$ cat config.mk
export PLATFORM = sky130hd
export DESIGN_NAME = lut_sweep_capture
export DESIGN_NICKNAME = d
export VERILOG_FILES = /design/src/rtl/lut_sweep_capture.sv
export SDC_FILE = /design/constraint.sdc
export NUM_CORES = 1
export LEC_CHECK = 0
export ABC_AREA = 1
export CAP_MARGIN = 20
export CORE_UTILIZATION = 58
export DETAILED_ROUTE_END_ITERATION = 12
export GPL_ROUTABILITY_DRIVEN = 0
export PLACE_DENSITY = 0.92
export RECOVER_POWER = 100
export SLEW_MARGIN = 20
export SYNTH_ARGS = -nofsm -noshare
export SYNTH_HDL_FRONTEND = slang
export SYNTH_SLANG_ARGS = --single-unit
$ cat constraint.sdc
create_clock -name clk -period 3.8 [get_ports clk]
set_input_delay 0.38 -clock clk [delete_from_list [all_inputs] [get_ports clk]]
set_output_delay 0.38 -clock clk [all_outputs]
set_load 0.02 [all_outputs]
$ cat src/rtl/lut_sweep_capture.sv
// Sequential truth-table reader for one combinational LUT neuron: sweeps every
// input code, packs the sampled output bits into words and streams them out.
// Optional build macro LUT_SWEEP_POPCOUNT_EN appends a popcount word to the stream.
module lut_sweep_capture #(
  parameter int IN_BITS   = 8,
  parameter int WORD_W    = 32,
  parameter int PROBE_LAT = 1
) (
  input  logic               clk,
  input  logic               rst_n,
  input  logic               start,
  output logic               busy,
  output logic               done,
  output logic [IN_BITS-1:0] probe_addr,
  input  logic               probe_data,
  output logic [WORD_W-1:0]  out_data,
  output logic               out_valid,
  input  logic               out_ready,
  output logic               out_last,
  output logic [2:0]         dbg_state
);

  // Output handshake: a word transfers on a rising clk edge where out_valid and
  // out_ready are both high; out_data/out_last hold while out_valid && !out_ready.

  localparam logic [2:0] S_IDLE = 3'd0;
  localparam logic [2:0] S_LOAD = 3'd1;
  localparam logic [2:0] S_HOLD = 3'd2;
  localparam logic [2:0] S_EMIT = 3'd3;
  localparam logic [2:0] S_DONE = 3'd4;
  localparam logic [2:0] S_POP  = 3'd5;

  localparam int BW = (WORD_W > 1) ? $clog2(WORD_W) : 1;
  localparam logic [IN_BITS:0] LAST_K = (IN_BITS+1)'((1 << IN_BITS) - 1);
  localparam logic [IN_BITS:0] K_ONE  = (IN_BITS+1)'(1);
  localparam logic [BW-1:0]    POS_FULL = BW'(WORD_W - 1);
  localparam logic [3:0]       LAT_END  = 4'(PROBE_LAT - 1);

  logic [2:0]         state;
  logic [IN_BITS:0]   k;
  logic [3:0]         lat_cnt;
  logic [WORD_W-1:0]  shreg;
  logic [IN_BITS-1:0] k_rev;
  logic [BW-1:0]      pos;

`ifdef LUT_SWEEP_POPCOUNT_EN
  logic [IN_BITS:0]   pop_cnt;
`endif

  // probe_addr is the bit-reversed index so M0[MSB] toggles fastest.
  always_comb begin
    k_rev = '0;
    for (int i = 0; i < IN_BITS; i++) k_rev[IN_BITS-1-i] = k[i];
  end

  assign pos = k[BW-1:0];

  always_ff @(posedge clk or negedge rst_n) begin
    if (!rst_n) begin
      state      <= S_IDLE;
      k          <= '0;
      lat_cnt    <= '0;
      shreg      <= '0;
      probe_addr <= '0;
`ifdef LUT_SWEEP_POPCOUNT_EN
      pop_cnt    <= '0;
`endif
    end else begin
      case (state)
        S_IDLE: begin
          if (start) begin
            state <= S_LOAD;
            k     <= '0;
            shreg <= '0;
`ifdef LUT_SWEEP_POPCOUNT_EN
            pop_cnt <= '0;
`endif
          end
        end
        S_LOAD: begin
          probe_addr <= k_rev;
          lat_cnt    <= '0;
          state      <= S_HOLD;
        end
        S_HOLD: begin
          if (lat_cnt == LAT_END) begin
            shreg[pos] <= probe_data;
`ifdef LUT_SWEEP_POPCOUNT_EN
            pop_cnt <= pop_cnt + {{IN_BITS{1'b0}}, probe_data};
`endif
            if (pos == POS_FULL) begin
              state <= S_EMIT;
            end else begin
              k     <= k + K_ONE;
              state <= S_LOAD;
            end
          end else begin
            lat_cnt <= lat_cnt + 4'd1;
          end
        end
        S_EMIT: begin
          if (out_ready) begin
            shreg <= '0;
            if (k == LAST_K) begin
`ifdef LUT_SWEEP_POPCOUNT_EN
              state <= S_POP;
`else
              state <= S_DONE;
`endif
            end else begin
              k     <= k + K_ONE;
              state <= S_LOAD;
            end
          end
        end
`ifdef LUT_SWEEP_POPCOUNT_EN
        S_POP: begin
          if (out_ready) state <= S_DONE;
        end
`endif
        S_DONE: state <= S_IDLE;
        default: state <= S_IDLE;
      endcase
    end
  end

  assign dbg_state = state;
  assign done      = (state == S_DONE);

`ifdef LUT_SWEEP_POPCOUNT_EN
  assign busy      = (state == S_LOAD) || (state == S_HOLD) || (state == S_EMIT) || (state == S_POP);
  assign out_valid = (state == S_EMIT) || (state == S_POP);
  assign out_last  = (state == S_POP);
  assign out_data  = (state == S_POP) ? WORD_W'(pop_cnt) : shreg;
`else
  assign busy      = (state == S_LOAD) || (state == S_HOLD) || (state == S_EMIT);
  assign out_valid = (state == S_EMIT);
  assign out_last  = (state == S_EMIT) && (k == LAST_K);
  assign out_data  = shreg;
`endif

endmodule
==> out/qor.csv, run 1 <==
stage,metric,value,unit
worst_hold_path,Hold Path Class,flip-flop to flip-flop,
global_routing,total gr overflow,0,
finish,Reg area,1400,um^2
routing,vias per cell,5.37,
routing,wl on met1,3.12,mm
timing,max_slew headroom,-97.8,%
routing,met2 WL post-DR,3.54,mm
place,placed cell count,556,
clock_network,worst skew pair latency,0.32,ns
outcome,status,"finished, violations left",
timing,setup violators final,0,
global_routing,first-pass GRT wire length,12.5,mm
timing,WHS,0.473,ns
finish,synthesis-to-layout area growth,17.8,%
worst_hold_path,hold endpoint,out_data[9],
yosys,Synth area leader,dfrtp_1,
timing,Final WS setup,0.609,ns
floorplan,Die Y-Extent,76.3,um
finish,diodes inserted,0,
routing,drt drc,0,
critical_path,kind of critical path,flip-flop to primary output,
critical_path,crit start category,flip-flop,
routing,via count,3028,
yosys,synth top area cells,"dfrtp_1 (44%), nand2_1 (22%), nand3_1 (8.6%)",
yosys,share of the synthesized area in the top cell type,43.8,%
timing,Clock Skew,0.00564,ns
yosys,Syn Std Cell Area,3200,um^2
routing,DRT Pass-1 Iters,5,
finish,footprint of the multi-input gates,1570,um^2
pwr,leakage,1.70,nW
clock_network,clock root cell,clkbuf_8,
finish,fill count,393,
yosys,Mapped Cells,455,
timing,RSZ-0062 raised after global routing,no,
clock_network,# H-tree levels,2,
clock_network,postcts setup bufs,0,
clock_network,CTS tree,done,
floorplan,core footprint,5200,um^2
clock_network,Post-CTS Resized,0,
finish,"commonest non-fill, non-tap cells in the layout","nand2_1 (189), dfrtp_1 (56), nand3_1 (55)",
timing,final hold viol count,0,
clock_network,CTS Buffer Depth,2,
place,Setup WS pre-CTS,1.03,ns
routing,met3 WL post-DR,352,um
timing,worst-margin pin slew,2.97,ns
yosys,average size of a mapped cell,7.04,um^2
place,IO Port Bufs,51,
run,maximum capacitance violations,1,
global_routing,vias in the first global route,2871,
yosys,register area share after synthesis,43.8,%
critical_path,"setup slack, reg-to-reg",0.78,ns
routing,WL final,7.13,mm
critical_path,crit path DAT,2.81,ns
floorplan,Die ar.,5820,um^2
finish,"non-filler cells, final",564,
place,DP HPWL,4.84,mm
timing,Final Max Slew Viols,57,
timing,fmax,313,MHz
yosys,#FFs+latches synth,56,
timing,Setup TNS Final,0,ns
clock_network,clock buffer count from CTS,5,
critical_path,crit path max fanout,8,
pwr,pwr dens,273,nW/um^2
clock_network,"Reg clk slew, reported paths",0.10,ns
clock_network,Hold Buf Count CTS,0,
critical_path,Reg-to-Reg End,out_data[30],
timing,period utilization,84.0,%
floorplan,die width,76.3,um
critical_path,Reg-to-Reg Start,dbg_state[2],
floorplan,IO Count,52,
place,dpl cell area,3700,um^2
yosys,Ys Warns,0,
floorplan,floorplan row count,26,
critical_path,"Req. time, crit path",3.42,ns
worst_hold_path,Hold Crit Start,out_data[9],
critical_path,Worst setup EP type,primary output,
yosys,Yosys cell types,26,
routing,Routed Antenna Nets,0,
global_routing,GRT Overall Usage,26.7,%
floorplan,Starting Density,61.5,%
timing,clock period minus worst slack,3.19,ns
clock_network,clock sink count,56,
finish,"commonest non-fill, non-tap cell in the layout",nand2_1,
global_routing,largest net degree at the start of global routing,57,
finish,post-route cell area,3770,um^2
pwr,VDD IR max,0.000177,V
global_routing,initial antenna violation count,0,
yosys,Synth Net Count,468,
finish,nets@finish,506,
routing,First DRT Iteration DRCs,179,
routing,Routed wire per std cell,12.6,um
finish,layout cell share with drive strength beyond 1,2.63,%
worst_hold_path,hold-critical path depth,2,
critical_path,Register-to-Register Path Depth,10,
routing,uppermost layer routed,met4,
outcome,violated checks,"max-capacitance violations, max-slew violations",
-- logic make-up after synthesis --
group	count (synthesis)	share of synthesized area (%)
adder cells (fa/ha/maj)	8	3.13
flip-flops	56	43.7
AO/OA/AOI/OAI	29	4.77
buffers and inverters	51	6.99
AND/OR/NAND/NOR	310	41.1
XOR/XNOR	1	0.273
-- cells in the mapped netlist, drive strengths merged --
master and count:
a21oi 3, nor3 16, dfrtp 56, o22ai 2
inv 28, clkinv 1, nand2 189, o21bai 1
nor2 41, o21ai 22, o211ai 1, nand3b 9
buf 12, nand3 55, ha 8, xor2 1
clkbuf 10
-- flip-flops by register name (all words and copies together) (netlist names) --
register and count:
out_data 32, dbg_state 3, lat_cnt 4, probe_addr 8, k 9
-- layer usage --
layer,GRT usage (%),up-vias
li1,-,1519
met1,32.3,1405
met2,47.1,94
met3,4.67,10
met4,10.8,0
met5,0,-
-- metrics by stage --
step	power [mW]	util [%]
after CTS	1.04	73.0
after global placement	0.703	71.2
after detailed placement	0.705	71.2
final	1.03	72.5
after floorplan	0.657	-
after global routing	1.07	72.5
-- final cells by class --
class / count / area share [%]
flip-flops and latches: 56 / 37.1
repair buffers: 53 / 13.6
multi-input cells: 348 / 41.5
inverters: 29 / 2.88
well taps: 70 / 2.32
clock inverters: 1 / 0.199
clock buffers: 7 / 2.29
-- worst max path at each step --
stage / startpoint / to / slack [ns] / depth (start not counted)
final: k[1] / out_last / 0.61 / 9
after global routing: rst_n / probe_addr[0] / 0.32 / 2
after global placement: k[0] / out_last / 1.17 / 9
after CTS: k[1] / out_last / 0.66 / 9
after detailed placement: k[1] / out_last / 1.03 / 9
after floorplan: k[0] / k[5] / 1.51 / 13
-- critical path: stages (launching register included) --
cell,delay [ns]
dfrtp_1,0.46
ha_1,0.34
nand2_1,0.16
nor2_1,0.22
nand2_1,0.11
nor2_1,0.11
ha_1,0.17
inv_1,0.05
nor2_1,0.16
dlygate4sd3_1,0.70
-- power by group --
group          internal [mW]  leakage, nW  switching, mW
sequential             0.609        0.695        0.00720
clock                  0.149       0.0445          0.196
combinational         0.0260        0.958         0.0432
total                  0.784         1.70          0.247
Power figures use the tool's default switching activity.
==> run 2, diff against run 1 <==
--- a/config.mk
+++ b/config.mk
@@ -7,10 +7,10 @@
 export LEC_CHECK = 0
 export ABC_AREA = 1
 export CAP_MARGIN = 20
-export CORE_UTILIZATION = 58
+export CORE_UTILIZATION = 54
 export DETAILED_ROUTE_END_ITERATION = 12
 export GPL_ROUTABILITY_DRIVEN = 0
-export PLACE_DENSITY = 0.92
+export PLACE_DENSITY = 0.87
 export RECOVER_POWER = 100
 export SLEW_MARGIN = 20
 export SYNTH_ARGS = -nofsm -noshare
==> constraint.sdc (replaced) <==
create_clock -name clk -period 3.2 [get_ports clk]
set_input_delay 0.32 -clock clk [delete_from_list [all_inputs] [get_ports clk]]
set_output_delay 0.32 -clock clk [all_outputs]
set_load 0.02 [all_outputs]
==> run 2 against run 1 <==
Compared with the run above: the run now ends clean; first-iteration DRC count up 67%; register-to-register slack worse by 0.31 ns; clock skew up 0.0053 ns; cell count up 0.71%; via count up 2.9%; core utilization down 4.4 points; critical endpoint unchanged.
==> out/qor.csv, run 2 (synthesis results as in run 1) <==
stage,metric,value,unit,change
critical_path,Reg-to-Reg End,k[4],,
timing,Final Max Slew Viols,0,,-100%
finish,"commonest non-fill, non-tap cells in the layout","nand2_1 (188), dfrtp_1 (56), nand3_1 (55)",,
clock_network,worst skew pair latency,0.32,ns,about the same
place,Setup WS pre-CTS,0.452,ns,-0.580 ns
run,maximum capacitance violations,0,,-1
clock_network,# H-tree levels,2,,unchanged
critical_path,CP endpoint,out_last,,
routing,Routed Antenna Nets,0,,unchanged
clock_network,clock root cell,clkbuf_8,,
pwr,leakage,1.72,nW,+1.3%
global_routing,total gr overflow,0,,unchanged
routing,via count,3115,,+2.9%
pwr,pwr dens,339,nW/um^2,+24%
critical_path,crit path DAT,2.46,ns,-0.35 ns
floorplan,Starting Density,57.1,%,-4.4 points
floorplan,Die ar.,6240,um^2,+7.2%
pwr,Tot Pwr,1.29,mW,+26%
finish,"non-filler cells, final",568,,+0.71%
timing,worst-margin pin slew,1.37,ns,-1.60 ns
finish,post-route cell area,3820,um^2,+1.2%
global_routing,initial antenna violation count,0,,unchanged
clock_network,clock sink count,56,,unchanged
critical_path,Reg-to-Reg Start,dbg_state[2],,
critical_path,"setup slack, reg-to-reg",0.47,ns,-0.31 ns
floorplan,die width,79.0,um,+3.5%
timing,RSZ-0062 raised after global routing,no,,
critical_path,kind of critical path,flip-flop to primary output,,
clock_network,CTS Buffer Depth,2,,unchanged
global_routing,first-pass GRT wire length,12.9,mm,+2.5%
floorplan,floorplan row count,27,,+3.8%
timing,clock period minus worst slack,2.78,ns,
routing,vias per cell,5.48,,+2.1%
timing,max_slew headroom,8.75,%,+110 points
routing,DRT Pass-1 Iters,5,,unchanged
global_routing,vias in the first global route,2895,,+0.84%
place,placed cell count,560,,+0.72%
timing,fmax,360,MHz,
worst_hold_path,Hold Path Class,input pin to asynchronous set/reset pin,,
floorplan,IO Count,52,,unchanged
global_routing,GRT Overall Usage,26.0,%,-0.75 points
critical_path,crit path max fanout,8,,unchanged
critical_path,"Req. time, crit path",2.88,ns,-0.54 ns
place,DP HPWL,5.09,mm,+5.1%
place,dpl cell area,3720,um^2,+0.47%
clock_network,clock buffer count from CTS,5,,unchanged
floorplan,Die Y-Extent,79.0,um,+3.5%
routing,WL final,7.41,mm,+3.8%
finish,diodes inserted,0,,unchanged
timing,Clock Skew,0.0110,ns,+0.00533 ns
timing,setup violators final,0,,unchanged
clock_network,"Reg clk slew, reported paths",0.11,ns,about the same
pwr,VDD IR max,0.000237,V,+34%
routing,drt drc,0,,unchanged
finish,nets@finish,508,,+0.40%
timing,final hold viol count,0,,unchanged
routing,First DRT Iteration DRCs,299,,+67%
finish,"commonest non-fill, non-tap cell in the layout",nand2_1,,
routing,Routed wire per std cell,13.0,um,+3.1%
critical_path,crit start category,flip-flop,,
floorplan,core footprint,5610,um^2,+7.7%
timing,Final WS setup,0.419,ns,-0.190 ns
critical_path,Register-to-Register Path Depth,9,,-1
critical_path,Worst setup EP type,primary output,,
timing,Setup TNS Final,0,ns,unchanged
finish,Final Util,68.1,%,-4.4 points
outcome,status,"finished, final reports clean",,
global_routing,largest net degree at the start of global routing,57,,unchanged
timing,period utilization,86.9,%,
clock_network,CTS tree,done,,
finish,synthesis-to-layout area growth,19.2,%,
finish,Largest register FFs,32,,unchanged
timing,WHS,0.385,ns,-0.0885 ns
clock_network,postcts setup bufs,0,,unchanged
place,IO Port Bufs,51,,unchanged
critical_path,Worst Setup SP,k[0],,
finish,layout cell share with drive strength beyond 1,3.63,%,+1.0 points
[run 2: cell count changes in the layout (fill, tap and decap cells not counted)]
| cell | delta |
|---|---|
| dlygate4sd3_1 | -1 |
| clkbuf_8 | -1 |
| bufinv_16 | +1 |
| nand2_1 | -1 |
| buf_4 | +3 |
| nand2_4 | +1 |
| clkinv_4 | +2 |
| clkbuf_1 | -1 |
| clkinvlp_4 | -1 |
[run 2: layout make-up]
type | count | area, um^2
multi-input cells | 348 | 1580
clock inverters | 3 | 47.5
repair buffers | 55 | 527
inverters | 29 | 109
fillers | 469 | 1790
well taps | 72 | 90.1
clock buffers | 5 | 68.8
flip-flops and latches | 56 | 1400
[run 2: metal layers]
layer | vias up | global-route usage (%) | wire [um]
met5 | - | 0 | 0
met3 | 19 | 4.02 | 454
met2 | 128 | 43.5 | 3600
met1 | 1439 | 33.5 | 3190
met4 | 0 | 10.7 | 168
li1 | 1529 | - | -
[run 2: what timing repair did]
action,4_1_cts,5_1_grt
hold buffers,0,0
endpoints found under the setup margin,0,1
resized for setup,0,2
[run 2: worst min path at each step]
| stage | from | end | slack, ns |
|---|---|---|---|
| after floorplan | rst_n | dbg_state[0] | 0.02 |
| after global placement | k[8] | k[8] | 0.46 |
| after detailed placement | out_data[30] | out_data[30] | 0.46 |
| after CTS | rst_n | out_data[25] | 0.15 |
| after global routing | out_data[9] | out_data[9] | 0.49 |
| final | rst_n | lat_cnt[2] | 0.38 |
[run 2: where the power goes]
| group | internal (mW) | switching (mW) |
|---|---|---|
| clock network | 0.236 | 0.243 |
| registers | 0.723 | 0.00904 |
| logic | 0.0310 | 0.0518 |
[run 2: critical path, stage by stage (launching register included)]
cell and delay, ns:
dfrtp_1 0.46, ha_1 0.38, nand2_1 0.17, nor2_1 0.22, nand2_1 0.11, nor2_1 0.13, ha_1 0.18, inv_1 0.06
nor2_1 0.17, clkbuf_1 0.26
==> patch, RTL diff (settings of run 1) <==
Build with the macro `LUT_SWEEP_POPCOUNT_EN` defined.
--- a/src/rtl/lut_sweep_capture.sv
+++ b/src/rtl/lut_sweep_capture.sv
@@ -3,2 +3,4 @@
 // Optional build macro LUT_SWEEP_POPCOUNT_EN appends a popcount word to the stream.
+`define LUT_SWEEP_POPCOUNT_EN
+
 module lut_sweep_capture #(
Behaviour: no difference found for any inputs over 10 cycles, from zero or initial values and one cycle with rst_n low; that may be too few to reach the edited logic, so the function may still have changed.
==> patch against run 1 <==
Utilization is 1.7 points lower. The run still ends with capacitance limit, slew limit left. Sequential cell count increased by 9. Area after synthesis grew 29%. Wire length rose by 47%. Critical path type is now flip-flop to flip-flop. Die area increased by 28%. Final area rose by 28%. Power rose by 140%. Setup slack better by 0.13 ns. Clock skew up 0.0036 ns.
==> patch: results (changes against run 1) <==
Most frequent cells after synthesis - nand2_1, inv_1, dfrtp_1 (was nand2_1, dfrtp_1, nand3_1)
Worst IR drop on VDD - 0.000321 V (was 0.000177 V)
GR Util met3 - 0.0610 (was 0.0467)
Pin count of the biggest net entering global routing - 46 (was 57)
Clock skew - 0.00924 ns (was 0.00564 ns)
Leak - 2.89 nW (was 1.70 nW)
Worst-path maximum fanout - 36 (was 8)
Endpoint arrival time on the critical path - 3.30 ns (was 2.81 ns)
Min-delay src - shreg[28] (was out_data[9])
Vias in the first global route - 3851 (was 2871)
First-pass GRT wire length - 17.5 mm (was 12.5 mm)
Routed vias/inst - 5.55 (was 5.37)
Critical Path Slowest Stage Cell - nand2_1 (was dlygate4sd3_1)
Final Slew Violations - 46 (was 57)
Layout cells sized above 1 - 0.0490 (was 0.0263)
Total track usage - 0.302 (was 0.267)
HPWL Detailed - 6.80 mm (was 4.84 mm)
WL met1 - 4.25 mm (was 3.12 mm)
Failing checks - capacitance limit, slew limit (unchanged)
HP Class - flip-flop to flip-flop (unchanged)
DR WL met3 - 845 microns (was 352 microns)
Biggest regs - shreg: 32 flops, k: 9 flops, pop_cnt: 9 flops
H-tree Lvls - 3 (was 2)
Met2 WL - 5.07 mm (was 3.54 mm)
Mapped Nets - 626 (was 468)
Largest cells by area after synthesis - dfrtp_1, nand2_1, inv_1 (was dfrtp_1, nand2_1, nand3_1)
Total CTS buffers - 9 (was 5)
Max-slew headroom - -0.641 (was -0.978)
NumNets Final - 663 (was 506)
Post-synth cell types - 29 (was 26)
Crit-path max cell delay - 0.78 ns (was 0.70 ns)
DR iter-0 viols - 504 (was 179)
Seq/Total Area, Yosys - 0.394 (was 0.438)
Crit path from - dbg_state[2] (was k[1])
CTS resizes - 0 (unchanged)
Avg WL per Cell - 14.0 microns (was 12.6 microns)
Skew-Pair Late Insertion Delay - 0.35 ns (was 0.32 ns)
Outcome - finished with violations (unchanged)
Clk slew on worst S/H paths - 0.08 ns (was 0.10 ns)
GR Util met1 - 0.388 (was 0.323)
Maxcap violations - 1 (unchanged)
==> patch: changes by cell type in the layout (fill, tap and decap cells not counted), moves of 11 or more <==
cell | run 1 | this run
inv_1 | 28 | 90
nand2_1 | 189 | 239
nand4_1 | 0 | 32
nand3_1 | 55 | 30
nor2_1 | 37 | 49
nor3_1 | 16 | 5
==> patch: final timing paths <==
| path | slack, ns | endpoint | cells past startpoint |
|---|---|---|---|
| worst max-delay path | 0.74 | pop_cnt[2] | 8 |
| worst min-delay path | 0.48 | shreg[28] | 2 |
| worst max register to register | 0.74 | pop_cnt[2] | 8 |
| worst min register to register | 0.48 | shreg[28] | 2 |
| max in group asynchronous | 1.04 | shreg[17] | 2 |
| min in group asynchronous | 0.78 | pop_cnt[4] | 1 |
==> patch: metrics by stage <==
stage	hold WS (ns)	area, sq um	std cells	setup WS [ns]	power, mW
6_report	0.478	4840	749	0.738	2.43
3_5_place_dp	0.463	4610	733	1.32	1.72
3_3_place_gp	0.459	4610	733	1.35	1.69
5_1_grt	0.494	4840	749	0.453	2.56
2_1_floorplan	0.0844	4130	611	1.75	1.51
4_1_cts	0.236	4850	749	0.918	2.43
==> patch: report_power, final <==
group	switching [mW]	internal [mW]
Sequential	0.0676	0.732
Combinational	0.647	0.276
Clock	0.281	0.423
==> patch: cell families after synthesis <==
group / after synthesis / share of synthesized area
buffers and inverters: 121 / 0.124
muxes: 2 / 0.00546
AOI/OAI and AO/OA: 45 / 0.0601
adders and majority gates: 10 / 0.0303
DFF: 65 / 0.394
and+or+nand+nor: 366 / 0.382
xor gates and xnor gates: 2 / 0.00425
==> patch: layout make-up <==
cell class                 count  area, sq um
fill                         566         1990
inverter                      94          355
tap                           96          120
clock inverter                 4         73.8
sequential                    65         1630
timing repair buffer          53          515
clock buffer                  12          165
multi-input combinational    425         1980
